--- config.mk ---
export PLATFORM = sky130hd
export DESIGN_NAME = serial_paralelo_8
export DESIGN_NICKNAME = d
export VERILOG_FILES = /design/src/rtl/serial_paralelo_8.sv
export SDC_FILE = /design/constraint.sdc
export NUM_CORES = 1
export LEC_CHECK = 0
export CAP_MARGIN = 25
export CORE_UTILIZATION = 45
export CTS_CLUSTER_DIAMETER = 200
export DETAILED_ROUTE_END_ITERATION = 10
export HOLD_SLACK_MARGIN = 0.03
export PLACE_DENSITY = 0.67
export SLEW_MARGIN = 25
export SYNTH_ARGS = -nofsm -noshare
export SYNTH_HDL_FRONTEND = slang
export SYNTH_SLANG_ARGS = --single-unit
--- constraint.sdc ---
create_clock -name clk_32f -period 2.2 [get_ports clk_32f]
set_input_delay 0.22 -clock clk_32f [delete_from_list [all_inputs] [get_ports clk_32f]]
set_output_delay 0.22 -clock clk_32f [all_outputs]
set_load 0.01 [all_outputs]
--- src/rtl/serial_paralelo_8.sv ---
// Serial-to-parallel receive front end: hunts the comma byte, locks byte alignment
// and presents non-comma bytes with a validity flag. Optional bc_count port: SP_BC_COUNT_EN.
module serial_paralelo_8 #(
   parameter logic [7:0]  BC_WORD = 8'hBC,
   parameter int unsigned BC_LOCK = 4
) (
   input  logic       clk_32f,
   input  logic       reset_L,
   input  logic       data_in,
   output logic [7:0] data_out,
   output logic       valid_out,
   output logic       active,
   output logic       byte_strobe
`ifdef SP_BC_COUNT_EN
   ,
   output logic [7:0] bc_count
`endif
);

   typedef enum logic [1:0] {
      SEARCH = 2'd0,
      ALIGN  = 2'd1,
      ACTIVE = 2'd2
   } state_e;

   localparam logic [2:0] LOCK_CNT = 3'(BC_LOCK);

   state_e     state_q, state_d;
   logic [7:0] sr_q, sr_d;
   logic [2:0] bit_cnt_q, bit_cnt_d;
   logic [2:0] bc_seen_q, bc_seen_d;
   logic [7:0] data_q, data_d;
   logic       valid_q, valid_d;
   logic       active_q, active_d;
   logic       strobe_q, strobe_d;

   logic [7:0] candidate;
   logic       is_bc;
   logic       boundary;
   logic [2:0] bc_seen_inc;

   assign candidate   = {sr_q[6:0], data_in};
   assign is_bc       = (candidate == BC_WORD);
   assign boundary    = (bit_cnt_q == 3'd7);
   assign bc_seen_inc = bc_seen_q + 3'd1;

   // NOTE: every variable gets a default before the case so no path leaves one unassigned (no latch).
   always_comb begin
      state_d   = state_q;
      sr_d      = candidate;
      bit_cnt_d = bit_cnt_q + 3'd1;
      bc_seen_d = bc_seen_q;
      data_d    = data_q;
      valid_d   = valid_q;
      strobe_d  = 1'b0;

      case (state_q)
         SEARCH: begin
            // Bit-granular hunt; a hit fixes the byte phase from the next cycle on.
            bit_cnt_d = 3'd0;
            if (is_bc) begin
               bc_seen_d = 3'd1;
               state_d   = (LOCK_CNT == 3'd1) ? ACTIVE : ALIGN;
            end
         end

         ALIGN: begin
            if (boundary) begin
               if (is_bc) begin
                  bc_seen_d = bc_seen_inc;
                  if (bc_seen_inc == LOCK_CNT) begin
                     state_d = ACTIVE;
                  end
               end else begin
                  bc_seen_d = 3'd0;
                  state_d   = SEARCH;
               end
            end
         end

         ACTIVE: begin
            // Outputs only move at a boundary, giving downstream an 8-cycle stable window.
            if (boundary) begin
               strobe_d = 1'b1;
               if (is_bc) begin
                  valid_d = 1'b0;
               end else begin
                  data_d  = candidate;
                  valid_d = 1'b1;
               end
            end
         end

         default: begin
            state_d   = SEARCH;
            bit_cnt_d = 3'd0;
            bc_seen_d = 3'd0;
         end
      endcase

      active_d = (state_d == ACTIVE);
   end

   // NOTE: sequential state uses non-blocking assignments so all flops update together at the edge.
   always_ff @(posedge clk_32f) begin
      if (!reset_L) begin
         state_q   <= SEARCH;
         sr_q      <= 8'h00;
         bit_cnt_q <= 3'd0;
         bc_seen_q <= 3'd0;
         data_q    <= 8'h00;
         valid_q   <= 1'b0;
         active_q  <= 1'b0;
         strobe_q  <= 1'b0;
      end else begin
         state_q   <= state_d;
         sr_q      <= sr_d;
         bit_cnt_q <= bit_cnt_d;
         bc_seen_q <= bc_seen_d;
         data_q    <= data_d;
         valid_q   <= valid_d;
         active_q  <= active_d;
         strobe_q  <= strobe_d;
      end
   end

   assign data_out    = data_q;
   assign valid_out   = valid_q;
   assign active      = active_q;
   assign byte_strobe = strobe_q;

`ifdef SP_BC_COUNT_EN
   logic [7:0] bc_count_q, bc_count_d;

   // Counts idle bytes seen after lock; the lock sequence itself is excluded.
   always_comb begin
      bc_count_d = bc_count_q;
      if ((state_q == ACTIVE) && boundary && is_bc && (bc_count_q != 8'hFF)) begin
         bc_count_d = bc_count_q + 8'd1;
      end
   end

   always_ff @(posedge clk_32f) begin
      if (!reset_L) begin
         bc_count_q <= 8'h00;
      end else begin
         bc_count_q <= bc_count_d;
      end
   end

   assign bc_count = bc_count_q;
`endif

endmodule
# Yosys cells after proc, flatten, opt, wreduce, memory -nomap -nowiden
# Index checks and enable logic that the tools add are counted.
# Widths: inputs -> output; s select.
# word_totals
reg_bits	26
input_bits	3
output_inout_bits	11
wordCells	38
# classes
addsub	2
eq_ne	8
mux	11
bitwise_logic	2
n_reduce_logical	7
# ops
cell	count
$mux 3	3
$pmux 3 s3	1
$eq 8x8->1 const B	1
$mux 2	4
$add 3x1->3 const B	2
$eq 3x3->1 const B	2
$pmux 2 s3	1
$reduce_and 2->1	3
$reduce_and 3->1	2
$eq 2x2->1 const B	2
$ne 2x2->1 const B	2
$eq 2x1->1 const B	1
$logic_not 2->1	1
$mux 1	2
$not 1->1	2
$reduce_or 2->1	1

# Logic depth before layout (Yosys ltp)
# Gate-level depths: netlist of the first run.
# logic_depth
depth_word	7
depth_mapped	7
depth_no_buf	6

# Least setup slack after synthesis of the first run
# Ideal clock, no wire load.
# synth_path
path_type	reg2reg
start	register sr_q[5]
end	register bc_seen_q[1]
setup_time_ns	0.070
t_arrival_ns	1.478
t_required_ns	2.130
setup_slack_ns	0.652
stages_incl_launch_ff	4
n_path_buf	0
period_less_slack_ns	1.548
cell_sequence	dfxtp_1 > or4b_4 > or4_1 > a21boi_1
# synth_between
elab_chain_cells	4
word_cells_on_any_way	6
cone_classes	eq/ne: 2; mux: 3; reduce/logical: 1
# synth_lines
item	line_no	text
from (decl)	29	logic [7:0] sr_q, sr_d;
from (signal assigned)	117	sr_q <= sr_d;
$eq 8x8->1 *	43	assign is_bc = (candidate == BC_WORD);
$mux 3	69	if (is_bc) begin
$mux 3	68	if (boundary) begin
$pmux 3 s3	57	case (state_q)
to (signal assigned)	119	bc_seen_q <= bc_seen_d;
to (decl)	31	logic [2:0] bc_seen_q, bc_seen_d;
# Mark *: on every way between the ends. The rest lies on a longest branch, timed or not. The select of a mux whose other input is x is not followed.
# A chain may end at the register's enable or synchronous reset.

# Worst setup path in the final report of the first run
# layout_path
start	input port data_in
end	register active_q, in the netlist active
# layout_between
elab_chain_cells	5
word_cells_on_any_way	6
cone_classes	eq/ne: 2; mux: 4
# layout_lines
item	line_no	text
from (decl)	9	input logic data_in,
$eq 8x8->1 *	43	
$mux 2	69	
$mux 2	68	
$pmux 2 s3 *	57	
$eq 2x2->1 *	101	active_d = (state_d == ACTIVE);
to (signal assigned)	122	active_q <= active_d;
to (decl)	34	logic active_q, active_d;
# Mark *: on every way between the ends. The rest lies on a longest branch, timed or not.

==> results.yml, run 1 <==
critical_path:
  start_kind: "input port"
  r2r_slack_ps: 440
  cp_data_arrival_time_ps: 2030
  crit_type: "input port to flip-flop"
  crit_path_max_fanout: 3
  endpoint_kind: "flip-flop"
  crit_required_ps: 2430
synthesis:
  synth_seq_cells: 26
  yosysTopAreaCell: "dfxtp_1"
  yosys.cell_types.count: 32
  synth_edf_count: 0
  synthTopCellsByArea: "dfxtp_1 (47%), ha_1 (10%), mux2i_1 (7.2%)"
  synth_top_area_share: 0.469
  syn_nets: 119
  post_synth.cell_area_avg_um2: 10.4
  synthFlopType: "dfxtp_1"
  syn-cell-area_um2: 1110
  synthCells: 107
  seq_area_frac_synth: 0.469
  async_flop_share: 0
  yosysWarnings: 0
clock_network:
  cts_setup_buffers: 0
  clock_insertion_delay_worst_skew_ps: 310
  cts_tree: "done"
  cts-root-buf: "clkbuf_4"
  clock-sinks: 26
  cts-resized-gates: 0
  hold_buffers: 0
  clk_pin_slew_ps: 140
  cts_buffers: 3
  cts_buffer_depth: 2
  htree_levels: 1
placement:
  dpl.hpwl_um: 1440
  dp_cells: 150
  place_congestion: 0.865
  pre_cts_slack_ps: 11.8
  portBuffers: 13
power_and_ir_drop:
  ir_drop_v: 0.000403
  power_density_nw_per_um2: 602
  p_leak_uw: 0.000536
finish:
  n_antenna_cell: 0
  post-route-util: 0.596
  layout-drive-gt1-share: 0.0952
  final_cell_mix: "dfxtp_1 (26), clkdlybuf4s50_1 (13), nor2b_1 (10)"
  stdcell_count: 154
  final_nets: 139
  area_delta_synth_final_pct: 22.2
  layout_commonest_cell: "dfxtp_1"
floorplan:
  num_rows: 17
  core_um2: 2280
  ios: 14
  start_util: 0.488
  die_area_um2: 2670
  die_h_um: 51.7
  die_w_um: 51.7
timing:
  rsz0062_at_grt: "no"
  tns_ps: 0
  worstMarginPinSlew_ps: 624
  max_slew_margin: 0.584
  hold_slack_ps: 433
  setup_ws_ps: 403
  slew_viol_final: 0
  fin_crit_sh: 0.817
  clock_skew_ps: 4.43
  hold_viol: 0
  setup_viol: 0
  max_freq_mhz: 556
  period_needed_ps: 1800
detailed_routing:
  drtIter0Drc: 11
  first_pass_iters: 4
  via_count: 834
  viasPerCell: 5.42
  post-route-drc-count: 0
  wl_um: 2000
  wire_per_inst_um: 13.0
  drtAntennaViolNets: 0
global_routing:
  grt_pass1_wl_um: 3370
  antenna_found_initial: 0
  grt_pass1_vias: 777
  grt_max_degree: 20
  track_usage: 0.170
  grt_overflow: 0
flow_run:
  maxCapViolations: 0
worst_hold_path:
  hold_path_class: "flip-flop to flip-flop"
outcome:
  status: "complete, no violations"
[where the power goes]
group | internal (uW) | switching [uW] | total (uW)
sequential | 474 | 2.58 | 476
combinational | 11.3 | 8.99 | 20.3
clock | 184 | 136 | 320
total | 669 | 148 | 817
[state kept, by name, indices dropped and copies added, names as in the netlist]
name,count
data_out,8
byte_strobe,1
valid_out,1
state_q,2
active,1
bit_cnt_q,3
bc_seen_q,3
sr_q,7
[cells by family after synthesis]
family	Yosys count	synth area share
and+or+nand+nor	35	0.195
DFF	26	0.469
AOI/OAI and AO/OA	21	0.130
adders and majority gates	9	0.101
muxes	8	0.0722
buffers and inverters	7	0.0248
xor gates and xnor gates	1	0.00789
[final cells by class]
type                            instances  area, um^2
Clock inverter                          1        30.0
Tap cell                               28        35.0
Timing Repair Buffer                   18         168
Multi-Input combinational cell         74         566
Sequential cell                        26         520
Inverter                                4        15.0
Fill cell                             184         920
Clock buffer                            3        22.5
[critical path: stages]
cell and delay [ps]:
clkdlybuf4s50_1 420, buf_4 150, or4b_4 520, o21ai_0 280, nand3_1 150, a221oi_1 290
[final timing paths]
kind | startpoint | cells after the start | to
max reg2reg | state_q[1] | 5 | active
max | data_in | 6 | active
min reg2reg | bit_cnt_q[0] | 1 | bit_cnt_q[0]
min | bit_cnt_q[0] | 1 | bit_cnt_q[0]
[cells in the mapped netlist, types with 2 or more instances]
master / instances
o21ai_0: 4
a21oi_1: 5
nor2b_1: 10
nand3_1: 2
a21boi_0: 2
dfxtp_1: 26
nor2_1: 2
and2_1: 6
and3_1: 4
nand2_1: 4
inv_1: 4
a211o_1: 2
clkbuf_1: 2
ha_1: 9
mux2i_1: 8
[stage by stage]
step / power, uW / area, um^2
global route: 848 / 1360
CTS: 831 / 1350
finish: 817 / 1360
detailed placement: 507 / 1300
floorplan: 496 / 1110
global placement: 507 / 1300
[metal layers]
metal | part of all wire | wire length [um] | GRT usage
met2 | 0.47 | 935 | 0.281
met4 | 0.0060 | 12 | 0.0541
met5 | 0 | 0 | 0
met1 | 0.49 | 981 | 0.218
met3 | 0.034 | 67 | 0.0380
Note: power is estimated with default switching activity, not from simulation.
==> run 2: changes to the inputs <==
--- a/config.mk
+++ b/config.mk
@@ -10,7 +10,7 @@
 export CTS_CLUSTER_DIAMETER = 200
 export DETAILED_ROUTE_END_ITERATION = 10
 export HOLD_SLACK_MARGIN = 0.03
-export PLACE_DENSITY = 0.67
+export PLACE_DENSITY = 0.7
 export SLEW_MARGIN = 25
 export SYNTH_ARGS = -nofsm -noshare
 export SYNTH_HDL_FRONTEND = slang
==> constraint.sdc (replaced) <==
create_clock -name clk_32f -period 1.5 [get_ports clk_32f]
set_input_delay 0.15 -clock clk_32f [delete_from_list [all_inputs] [get_ports clk_32f]]
set_output_delay 0.15 -clock clk_32f [all_outputs]
set_load 0.01 [all_outputs]
==> run 2 against run 1 <==
Against the previous run:
- the flow now finishes with violations (negative setup slack)
- global-route usage up 3.2 points
- clock skew up 3.6 ps
- cell count up 10%
- sequential share of layout area shrank 4.5 points
- sequential power is 46% higher
- worst setup slack worse by 420 ps
- clock power rose by 10%
- die area unchanged
- power grew 33%
- critical path depth fell by 2
- highest routed layer unchanged
==> results.yml, run 2 (synthesis gave the netlist of run 1 again) <==
detailed_routing:
  wl_um: 2350
  drt-met1-wl_um: 1070
  drtAntennaViolNets: 0
  dr_wl_met2_um: 1180
  post-route-drc-count: 0
  wire_per_inst_um: 13.8
  via_count: 911
  route.met3.wl_um: 63
  highest-signal-layer: "met4"
  drtIter0Drc: 11
  viasPerCell: 5.36
  first_pass_iters: 4
power_and_ir_drop:
  p_leak_uw: 0.000611
  ir_drop_v: 0.000690
  totalPowerFinal_uw: 1090
  power_density_nw_per_um2: 697
finish:
  stdcell_area_um2: 1560
  n_antenna_cell: 0
  area_delta_synth_final_pct: 40.5
  final_cell_mix: "dfxtp_1 (20), buf_4 (20), clkdlybuf4s50_1 (13)"
  final_nets: 155
  layout-drive-gt1-share: 0.352
  largest_reg_flops: 8
  post-route-util: 0.685
global_routing:
  track_usage: 0.202
  grt_pass1_wl_um: 4020
  grt_max_degree: 15
  grt_overflow: 0
  grt_pass1_vias: 935
  antenna_found_initial: 0
placement:
  place_congestion: 0.877
  pre_cts_slack_ps: -373
  dpl.hpwl_um: 1660
  post_dp_cell_area_um2: 1410
  portBuffers: 13
flow_run:
  maxCapViolations: 0
clock_network:
  clock-sinks: 26
  clk_pin_slew_ps: 140
  htree_levels: 1
  cts_buffers: 3
  clock_insertion_delay_worst_skew_ps: 320
  cts_tree: "done"
  cts-root-buf: "clkbuf_4"
  cts_buffer_depth: 2
timing:
  clock_skew_ps: 8.07
  max_slew_margin: 0.769
  period_needed_ps: 1510
  hold_viol: 0
  setup_viol: 2
  slew_viol_final: 0
  max_freq_mhz: 661
  worstMarginPinSlew_ps: 346
  rsz0062_at_grt: "yes"
  fin_crit_sh: 1.01
  setup_ws_ps: -13.8
critical_path:
  endpoint_kind: "flip-flop"
  crit_path_max_fanout: 3
  start_kind: "flip-flop"
  crit_slowest_cell: "or4b_4"
  r2r_slack_ps: -10
  cp_data_arrival_time_ps: 1760
  crit_type: "flip-flop to flip-flop"
  cpPeakStageDelay_ps: 560
  crit_chain: "or4b_4 > o21ai_4 > nand3_2 > a221oi_2"
  crit_required_ps: 1750
worst_hold_path:
  hold_path_class: "flip-flop to flip-flop"
floorplan:
  die_w_um: 51.7
  num_rows: 17
  die_h_um: 51.7
  die_area_um2: 2670
  core_um2: 2280
  ios: 14
  start_util: 0.488
outcome:
  violations: "negative setup slack"
  status: "complete, but fails checks"
## run 2: cell types whose count changed in the layout (fill, tap and decap cells not counted), moves of 3 or more
cell,before,now
buf_4,5,20
ha_4,0,3
dfxtp_1,26,20
ha_1,9,4
dfxtp_2,0,6
## run 2: final cells by class
| cell class | instances | area, um^2 |
|---|---|---|
| multi-input combinational | 74 | 653 |
| tap | 28 | 35.0 |
| clock buffer | 4 | 36.3 |
| sequential | 26 | 528 |
| timing repair buffer | 34 | 292 |
| inverter | 4 | 15.0 |
| fill | 174 | 717 |
## run 2: repair_timing
item	4_1_cts	5_1_grt
resized for setup	15	16
setup buffers	1	0
pin swaps	2	5
setup endpoints to repair	13	12
cloned	0	0
hold buffers	0	0
## run 2: worst paths after layout
path / startpoint / end / cells past startpoint
worst max register to register: sr_q[5] / active / 4
worst max-delay path: sr_q[5] / active / 4
worst min register to register: bit_cnt_q[0] / bit_cnt_q[0] / 1
worst min-delay path: bit_cnt_q[0] / bit_cnt_q[0] / 1
## run 2: critical path: cells and delay by family, from the launching register on
family | cells | cell delay [ps]
compound gates | 2 | 410
flops | 1 | 360
simple gates | 2 | 670
## run 2: power by group
group | leakage, uW | internal, uW | switching, uW
logic | 0.000377 | 20.3 | 16.1
clock network | 0.0000210 | 149 | 204
registers | 0.000213 | 695 | 2.82
total | 0.000611 | 863 | 223
## run 2: routing by layer
layer,global-route usage,vias to the layer above
li1,-,447
met1,0.247,441
met2,0.348,19
met3,0.0351,4
met4,0.0766,0
met5,0,-
## run 2: metrics by stage
step / TNS [ps] / instances / hold WS (ps)
finish: -25.4 / 170 / 431
global placement: -2750 / 165 / 404
CTS: -18.8 / 170 / 442
detailed placement: -2910 / 165 / 409
floorplan: -19.3 / 107 / 272
global route: -295 / 170 / 463
==> run 3: changes to the inputs <==
--- a/config.mk
+++ b/config.mk
@@ -6,6 +6,7 @@
 export NUM_CORES = 1
 export LEC_CHECK = 0
 export CAP_MARGIN = 25
+export CORE_MARGIN = 2
 export CORE_UTILIZATION = 45
 export CTS_CLUSTER_DIAMETER = 200
 export DETAILED_ROUTE_END_ITERATION = 10
==> run 3 against run 2 <==
Against the previous run:
- the run still ends with negative setup slack left
- routed wire length fell by 1.4%
- maximum frequency fell by 3.4%
- via count fell by 4.0%
- global-route usage fell by 1.6 points
- power fell by 6.7%
- combinational power fell by 1%
- hold slack improved by 7.0 ps
- register-to-register slack got worse by 50 ps
- critical path depth fell by 1
- utilization fell by 0.17 points
- clock power fell by 20%
- sequential share of layout area rose by 0.24 points
- critical path type unchanged
- highest routed layer unchanged
==> results.yml, run 3 (synthesis gave the netlist of run 1 again) <==
timing:
  slew_viol_final: 0
  rsz0062_at_grt: "yes"
  hold_slack_ps: 438
  max_freq_mhz: 638
  hold_viol: 0
  clock_skew_ps: 1.92
  setup_ws_ps: -67.8
  fin_crit_sh: 1.05
  max_slew_margin: 0.806
  period_needed_ps: 1570
  setup_viol: 2
  worstMarginPinSlew_ps: 290
critical_path:
  crit_slowest_cell: "or4b_4"
  crit_required_ps: 1750
  cpPeakStageDelay_ps: 550
  crit_chain: "or4b_4 > or4_1 > a21boi_1"
  cp_top_family: "simple AND/OR/NAND/NOR gates"
  start_kind: "flip-flop"
  crit_path_max_fanout: 3
  path_buf_inv: 0
  cp_data_arrival_time_ps: 1820
  endpoint_kind: "flip-flop"
  crit_type: "flip-flop to flip-flop"
clock_network:
  clock-sinks: 26
  cts-root-buf: "clkbuf_4"
  htree_levels: 1
  clock_insertion_delay_worst_skew_ps: 300
  clk_pin_slew_ps: 130
  cts_buffers: 3
  cts_buffer_depth: 2
  cts_tree: "done"
detailed_routing:
  drtIter0Drc: 6
  first_pass_iters: 4
  wl_um: 2320
  drtAntennaViolNets: 0
  via_count: 875
  wire_per_inst_um: 13.6
  post-route-drc-count: 0
  viasPerCell: 5.15
floorplan:
  die_area_um2: 2880
  ios: 14
  start_util: 0.488
  die_w_um: 53.7
  die_h_um: 53.7
  core_um2: 2280
  num_rows: 17
power_and_ir_drop:
  ir_drop_v: 0.000614
  pwr-share-clk: 0.276
  p_switching_uw: 204
  p_leak_uw: 0.000615
  p_comb_frac: 0.035
  power_switching_share: 0.202
  pwr-share-seq: 0.688
  power_density_nw_per_um2: 652
  p_int_uw: 809
worst_hold_path:
  hold_path_class: "flip-flop to flip-flop"
finish:
  layout_commonest_cell: "buf_4"
  area_delta_synth_final_pct: 40.1
  layout-drive-gt1-share: 0.345
  largest_reg_flops: 8
  final_cell_mix: "buf_4 (21), dfxtp_1 (18), clkdlybuf4s50_1 (13)"
  n_antenna_cell: 0
  final_nets: 156
placement:
  portBuffers: 13
  dpl.hpwl_um: 1610
  place_congestion: 0.906
  pre_cts_slack_ps: -406
global_routing:
  grt_overflow: 0
  grt_pass1_wl_um: 3880
  grt_max_degree: 21
  grt_pass1_vias: 914
  track_usage: 0.186
  antenna_found_initial: 0
flow_run:
  maxCapViolations: 0
outcome:
  violations: "negative setup slack"
  status: "complete, but fails checks"
[run 3: through the flow]
stage	TNS (ps)	std cells	total power [uW]	util	area, um^2
after global routing	-206	170	1060	0.683	1560
final	-83.7	170	1010	0.683	1560
after floorplan	-19.3	107	727	-	1110
after detailed placement	-3040	165	745	0.621	1410
after global placement	-2660	165	745	0.621	1410
after CTS	-118	170	1030	0.672	1530
[run 3: final cells by class]
cell class / count / area (um^2)
clock buffers: 3 / 22.5
flip-flops and latches: 26 / 531
inverters: 4 / 15.0
well taps: 28 / 35.0
fillers: 177 / 721
repair buffers: 35 / 299
multi-input cells: 74 / 653
[run 3: path summary, 6_finish.rpt]
| kind | slack [ps] | end | from | cells past startpoint |
|---|---|---|---|---|
| setup reg to reg | -70 | bc_seen_q[1] | sr_q[0] | 3 |
| setup / recovery | -70 | bc_seen_q[1] | sr_q[0] | 3 |
| hold reg to reg | 440 | bit_cnt_q[0] | bit_cnt_q[0] | 1 |
| hold / removal | 440 | bit_cnt_q[0] | bit_cnt_q[0] | 1 |
[run 3: metal layers]
layer | vias to the layer above | track usage | wire length (um)
li1 | 445 | - | -
met1 | 419 | 0.221 | 1060
met2 | 9 | 0.327 | 1190
met3 | 2 | 0.0306 | 47
met4 | 0 | 0.0769 | 14
met5 | - | 0 | 0
[run 3: repair_timing]
action	CTS	global route
buffers inserted	2	0
hold buffers	0	0
pin swaps	9	3
resized for setup	21	10
setup endpoints to repair	12	12
cloned	0	0
[run 3: power by group through the flow]
stage                     logic, uW  registers (uW)  clock network (uW)
after floorplan                14.4             713                   0
after global placement         31.8             713                   0
after detailed placement       32.0             713                   0
after CTS                      36.3             698                 297
after global routing           39.2             699                 325
final                          35.9             698                 280
==> variant 1 (settings of run 2) <==
The option `SP_BC_COUNT_EN` is turned on by a define.
--- a/src/rtl/serial_paralelo_8.sv
+++ b/src/rtl/serial_paralelo_8.sv
@@ -1,5 +1,7 @@
 // Serial-to-parallel receive front end: hunts the comma byte, locks byte alignment
 // and presents non-comma bytes with a validity flag. Optional bc_count port: SP_BC_COUNT_EN.
+`define SP_BC_COUNT_EN
+
 module serial_paralelo_8 #(
    parameter logic [7:0]  BC_WORD = 8'hBC,
    parameter int unsigned BC_LOCK = 4
Check against the original RTL (old outputs only; new: bc_count): equivalent (Yosys induction, for registers that start in step).
==> variant 1 against run 2 <==
  * The run still ends with setup timing left
  * Synthesized cell count rose by 42%
  * Combinational power rose by 17%
  * Non-clock buffer count rose by 23
  * Sequential cell count rose by 8
  * Critical path depth rose by 2
  * Routed wire length rose by 57%
  * Design area rose by 47%
  * Area after synthesis rose by 36%
  * Count of clock-buffer cells in the layout rose by 2
  * Worst setup slack got worse by 0.070 ns
  * Sequential power rose by 30%
  * Total power rose by 37%
  * Critical path type unchanged
  * Critical endpoint is now bc_count[7]$_SDFFE_PN0P_
==> variant 1: results (changes against run 2) <==
| Metric | Value |
|---|---|
| Status | finished with violations |
| Failing checks | setup timing |
| Via count | 1,345 (+48%) |
| Max VDD drop | 0.000621 V (-10%) |
| Post-synthesis mux area share | 7.30% (+0.082 points) |
| Leakage | 0.988 nW (+62%) |
| Placed cell areas | 2040 um2 (+45%) |
| CP Max Fanout | 4 (+1) |
| Synth Area in Adders | 8.29% (-1.9 points) |
| GR Util All Layers | 21.6% (+1.4 points) |
| Post-synthesis xor/xnor area fraction | 1.16% (+0.37 points) |
| Switch Pwr | 0.333 mW (+50%) |
| First-pass GRT wire length | 5620 um (+40%) |
| CTS Buf Count | 5 (+2) |
| Worst skew pair latency | 0.34 ns (+0.02 ns) |
| Final Skew | 0.0106 ns (+0.00249 ns) |
| Final net count | 227 (+46%) |
| H-tree depth | 2 (+1) |
| # port buffers | 21 (+8) |
| Gpl congestion | 0.961 (+9.6%) |
| Complex-gate fraction of the synthesized area | 13.2% (+0.22 points) |
| Iter 0 DRT Violations | 48 (+37) |
| Final worst setup slack | -0.0840 ns (-0.0702 ns) |
| Syn nets | 165 (+39%) |
| Share of cells above drive strength 1 | 36.7% (+1.5 points) |
| Reg-to-Reg End | bc_count[7]$_SDFFE_PN0P_ |
| Detailed placement HPWL | 2570 um (+55%) |
| WL per Instance | 14.2 um (+2.8%) |
| Setup Slack @ Placement | -0.343 ns (+0.0297 ns) |
| Slowest cell on crit path | or4_1 |
| Slew @ Worst Pin | 0.301 ns (-0.0447 ns) |
| Final setup fails | 6 (+4) |
| Synth area leaders | dfxtp_1, ha_1, mux2i_1 |
| Reg2reg path depth | 6 (+2) |
| Post-Syn Area per Cell | 9.93 um2 (-4.3%) |
| Arr. time, crit path | 1.85 ns (+0.09 ns) |
==> variant 1: cell count changes after synthesis, moves of 2 or more <==
cell,run 2,this run
nor3_1,0,3
nor2b_1,10,3
xor2_1,0,2
nand4_1,1,5
dfxtp_1,26,34
o211ai_1,0,2
mux2i_1,8,11
nand3_1,2,5
a311oi_1,0,2
nor2_1,2,17
a21oi_1,5,8
==> variant 1: worst max-delay path by stage <==
stage,cells past startpoint,start,end
floorplan,6,bit_cnt_q[1]$_SDFF_PN0_,bc_count[7]$_SDFFE_PN0P_
global route,6,bit_cnt_q[0]$_SDFF_PN0_,bc_count[7]$_SDFFE_PN0P_
detailed placement,6,data_in,state_q[0]$_SDFF_PN0_
CTS,6,bit_cnt_q[0]$_SDFF_PN0_,bc_count[7]$_SDFFE_PN0P_
finish,6,bit_cnt_q[0]$_SDFF_PN0_,bc_count[7]$_SDFFE_PN0P_
global placement,5,data_in,bc_count[7]$_SDFFE_PN0P_
==> variant 1: cells by family after synthesis <==
group / Yosys count
compound gates: 27
xor+xnor: 2
flops: 34
mux: 11
fa+ha+maj: 10
simple gates: 62
buf+inv: 6
==> variant 1: per-layer routing <==
| metal | global-route usage (%) | wire (um) | vias up |
|---|---|---|---|
| met5 | 0 | 0 | - |
| met1 | 25.5 | 1640 | 632 |
| met3 | 6.28 | 103 | 12 |
| met4 | 7.97 | 112 | 0 |
| li1 | - | - | 679 |
| met2 | 36.8 | 1820 | 22 |
==> variant 1: through the flow <==
| stage | setup TNS, ns | hold WS [ns] |
|---|---|---|
| 5_1_grt | -0.987 | 0.453 |
| 3_5_place_dp | -4.00 | 0.425 |
| 3_3_place_gp | -3.27 | 0.410 |
| 4_1_cts | -0.129 | 0.439 |
| 6_report | -0.222 | 0.433 |
| 2_1_floorplan | -0.104 | 0.272 |
==> variant 1: cell type report <==
| class | instances | area, um2 |
|---|---|---|
| Timing Repair Buffer | 57 | 509 |
| Clock buffer | 6 | 51.3 |
| Multi-Input combinational cell | 112 | 956 |
| Fill cell | 244 | 836 |
| Clock inverter | 2 | 12.5 |
| Tap cell | 44 | 55.1 |
| Sequential cell | 34 | 693 |
| Inverter | 4 | 15.0 |
==> variant 1: worst register-to-register path, stage by stage (launching register included) <==
cell       delay (ns)
dfxtp_2          0.36
ha_4             0.13
ha_4             0.14
and2_4           0.15
o2111ai_4        0.10
or4_1            0.48
a21oi_1          0.16
==> variant 1: repair_timing <==
action	4_1_cts	5_1_grt
endpoints found under the setup margin	10	26
pin swaps	5	11
buffers inserted	3	5
gates resized for setup	11	24
==> variant 1: power groups by stage <==
stage,logic (mW),clock network [mW],registers [mW]
final,0.0425,0.532,0.909
after detailed placement,0.0394,0,0.930
after CTS,0.0399,0.547,0.910
after global placement,0.0384,0,0.930
after global routing,0.0457,0.597,0.910
after floorplan,0.0163,0,0.930
==> variant 2 (flow settings as in run 2) <==
Without the edit above. `sr_q` and `data_q` no longer have a reset.
--- a/src/rtl/serial_paralelo_8.sv
+++ b/src/rtl/serial_paralelo_8.sv
@@ -105,23 +105,24 @@
    always_ff @(posedge clk_32f) begin
       if (!reset_L) begin
          state_q   <= SEARCH;
-         sr_q      <= 8'h00;
          bit_cnt_q <= 3'd0;
          bc_seen_q <= 3'd0;
-         data_q    <= 8'h00;
          valid_q   <= 1'b0;
          active_q  <= 1'b0;
          strobe_q  <= 1'b0;
       end else begin
          state_q   <= state_d;
-         sr_q      <= sr_d;
          bit_cnt_q <= bit_cnt_d;
          bc_seen_q <= bc_seen_d;
-         data_q    <= data_d;
          valid_q   <= valid_d;
          active_q  <= active_d;
          strobe_q  <= strobe_d;
       end
+   end
+
+   always_ff @(posedge clk_32f) begin
+      sr_q   <= sr_d;
+      data_q <= data_d;
    end
 
    assign data_out    = data_q;
Formal check against the unedited RTL: same outputs for any inputs over 10 cycles, from zero or initial values and one cycle with reset_L low; that may be too few to reach the edited logic, so the function may still have changed.
==> variant 2 against run 2 <==
  * Combinational power shrank 30%
  * Routed wire length fell by 23%
  * Total power decreased by 3.1%
  * Sequential cell count is the same
  * Design area is 14% lower
  * Worst setup slack better by 0.089 ns
  * Area after synthesis is 8.7% lower
  * Sequential share of layout area up 11 points
==> variant 2: results (changes against run 2) <==
| Metric | Value |
|---|---|
| Status | complete, no violations |
| Synth Area in Adders | 11.1% (+0.96 points) |
| Syn nets | 98 (-18%) |
| Layout Cells excl Fill | 142 (-16%) |
| Final Skew | 0.00418 ns (-0.00389 ns) |
| Placed cell areas | 1260 um2 (-11%) |
| Iter 0 DRT Violations | 9 (-2) |
| CTS Buf Count | 3 (unchanged) |
| Share of cells above drive strength 1 | 22.6% (-13 points) |
| EDFF count, synth | 8 (+8) |
| Max VDD drop | 0.000650 V (-5.9%) |
| Vias in the first global route | 735 (-21%) |
| Gpl congestion | 0.720 (-18%) |
| Register area share after synthesis | 59.3% (+12 points) |
| Post-synth top cells | dfxtp_1, ha_1, a21oi_1, edfxtp_1 |
| Total Wirelength | 1810 um (-23%) |
| Leakage | 0.515 nW (-16%) |
| GR Util All Layers | 17.0% (-3.2 points) |
| R2R Setup Slk | 0.07 ns (+0.09 ns) |
| Reg2reg path depth | 5 (+1) |
| Min-delay worst type | in2reg |
| Detailed placement HPWL | 1340 um (-19%) |
| Hold Crit Start | data_in |
| R2R Path Start | sr_q[0]$_DFF_P_ |
| First-pass GRT wire length | 3180 um (-21%) |
| Synth area leaders | dfxtp_1, edfxtp_1, ha_1 |
| Arr. time, crit path | 1.66 ns (-0.10 ns) |
| Relative slew slack | 81.3% (+4.4 points) |
| CP peak stage delay | 0.35 ns (-0.21 ns) |
| Post-synthesis mux area share | 0% (-7.2 points) |
| Via density | 5.07 (-5.4%) |
| Register Area | 603 um2 (+14%) |
| Hold endpoint | sr_q[0]$_DFF_P_ |
## variant 2: changes by cell type in the layout (fill, tap and decap cells not counted), moves of 5 or more
| cell | delta |
|---|---|
| mux2i_1 | -7 |
| buf_4 | -9 |
| and2_1 | -6 |
| o21ai_1 | +5 |
| edfxtp_1 | +8 |
| nor2b_1 | -10 |
## variant 2: power by group
part           internal (mW)  switching (mW)  leakage, nW
logic                 0.0131          0.0123        0.279
registers              0.734         0.00856        0.221
clock network         0.0970           0.187       0.0154
## variant 2: final cells by class
type	count	area share [%]
clock buffers	3	1.67
flip-flops and latches	26	44.8
well taps	27	2.51
inverters	4	1.12
clock inverters	1	0.279
repair buffers	25	16.7
multi-input cells	56	32.9
## variant 2: routing by layer
layer / GRT usage [%] / vias to the layer above / wire length, um
met2: 30.4 / 14 / 888
met4: 5.71 / 0 / 14
li1: - / 373 / -
met1: 20.6 / 331 / 861
met5: 0 / - / 0
met3: 2.78 / 2 / 47
## variant 2: worst max path at each step
stage,start,end
floorplan,bit_cnt_q[0]$_SDFF_PN0_,data_out[0]$_DFFE_PP_
global placement,data_in,data_out[2]$_DFFE_PP_
detailed placement,data_in,data_out[2]$_DFFE_PP_
CTS,state_q[1]$_SDFF_PN0_,active$_SDFF_PN0_
global route,sr_q[0]$_DFF_P_,active$_SDFF_PN0_
finish,sr_q[0]$_DFF_P_,active$_SDFF_PN0_
## variant 2: through the flow
step                      TNS (ns)  setup WS [ns]  hold slack, ns
after global routing       -0.0137       -0.00870           0.363
after CTS                        0         0.0161           0.348
after global placement       -2.00         -0.235           0.373
final                            0         0.0748           0.361
after floorplan                  0        0.00307           0.178
after detailed placement     -2.51         -0.294           0.374
## variant 2: logic make-up after synthesis
| kind of cell | Yosys count |
|---|---|
| simple gates | 26 |
| compound gates | 20 |
| xor+xnor | 1 |
| fa+ha+maj | 9 |
| buf+inv | 4 |
| flops | 26 |
## variant 2: what timing repair did
action,4_1_cts,5_1_grt
pin swaps,1,5
resized for setup,3,15
setup endpoints to repair,9,14
buffers inserted,0,1
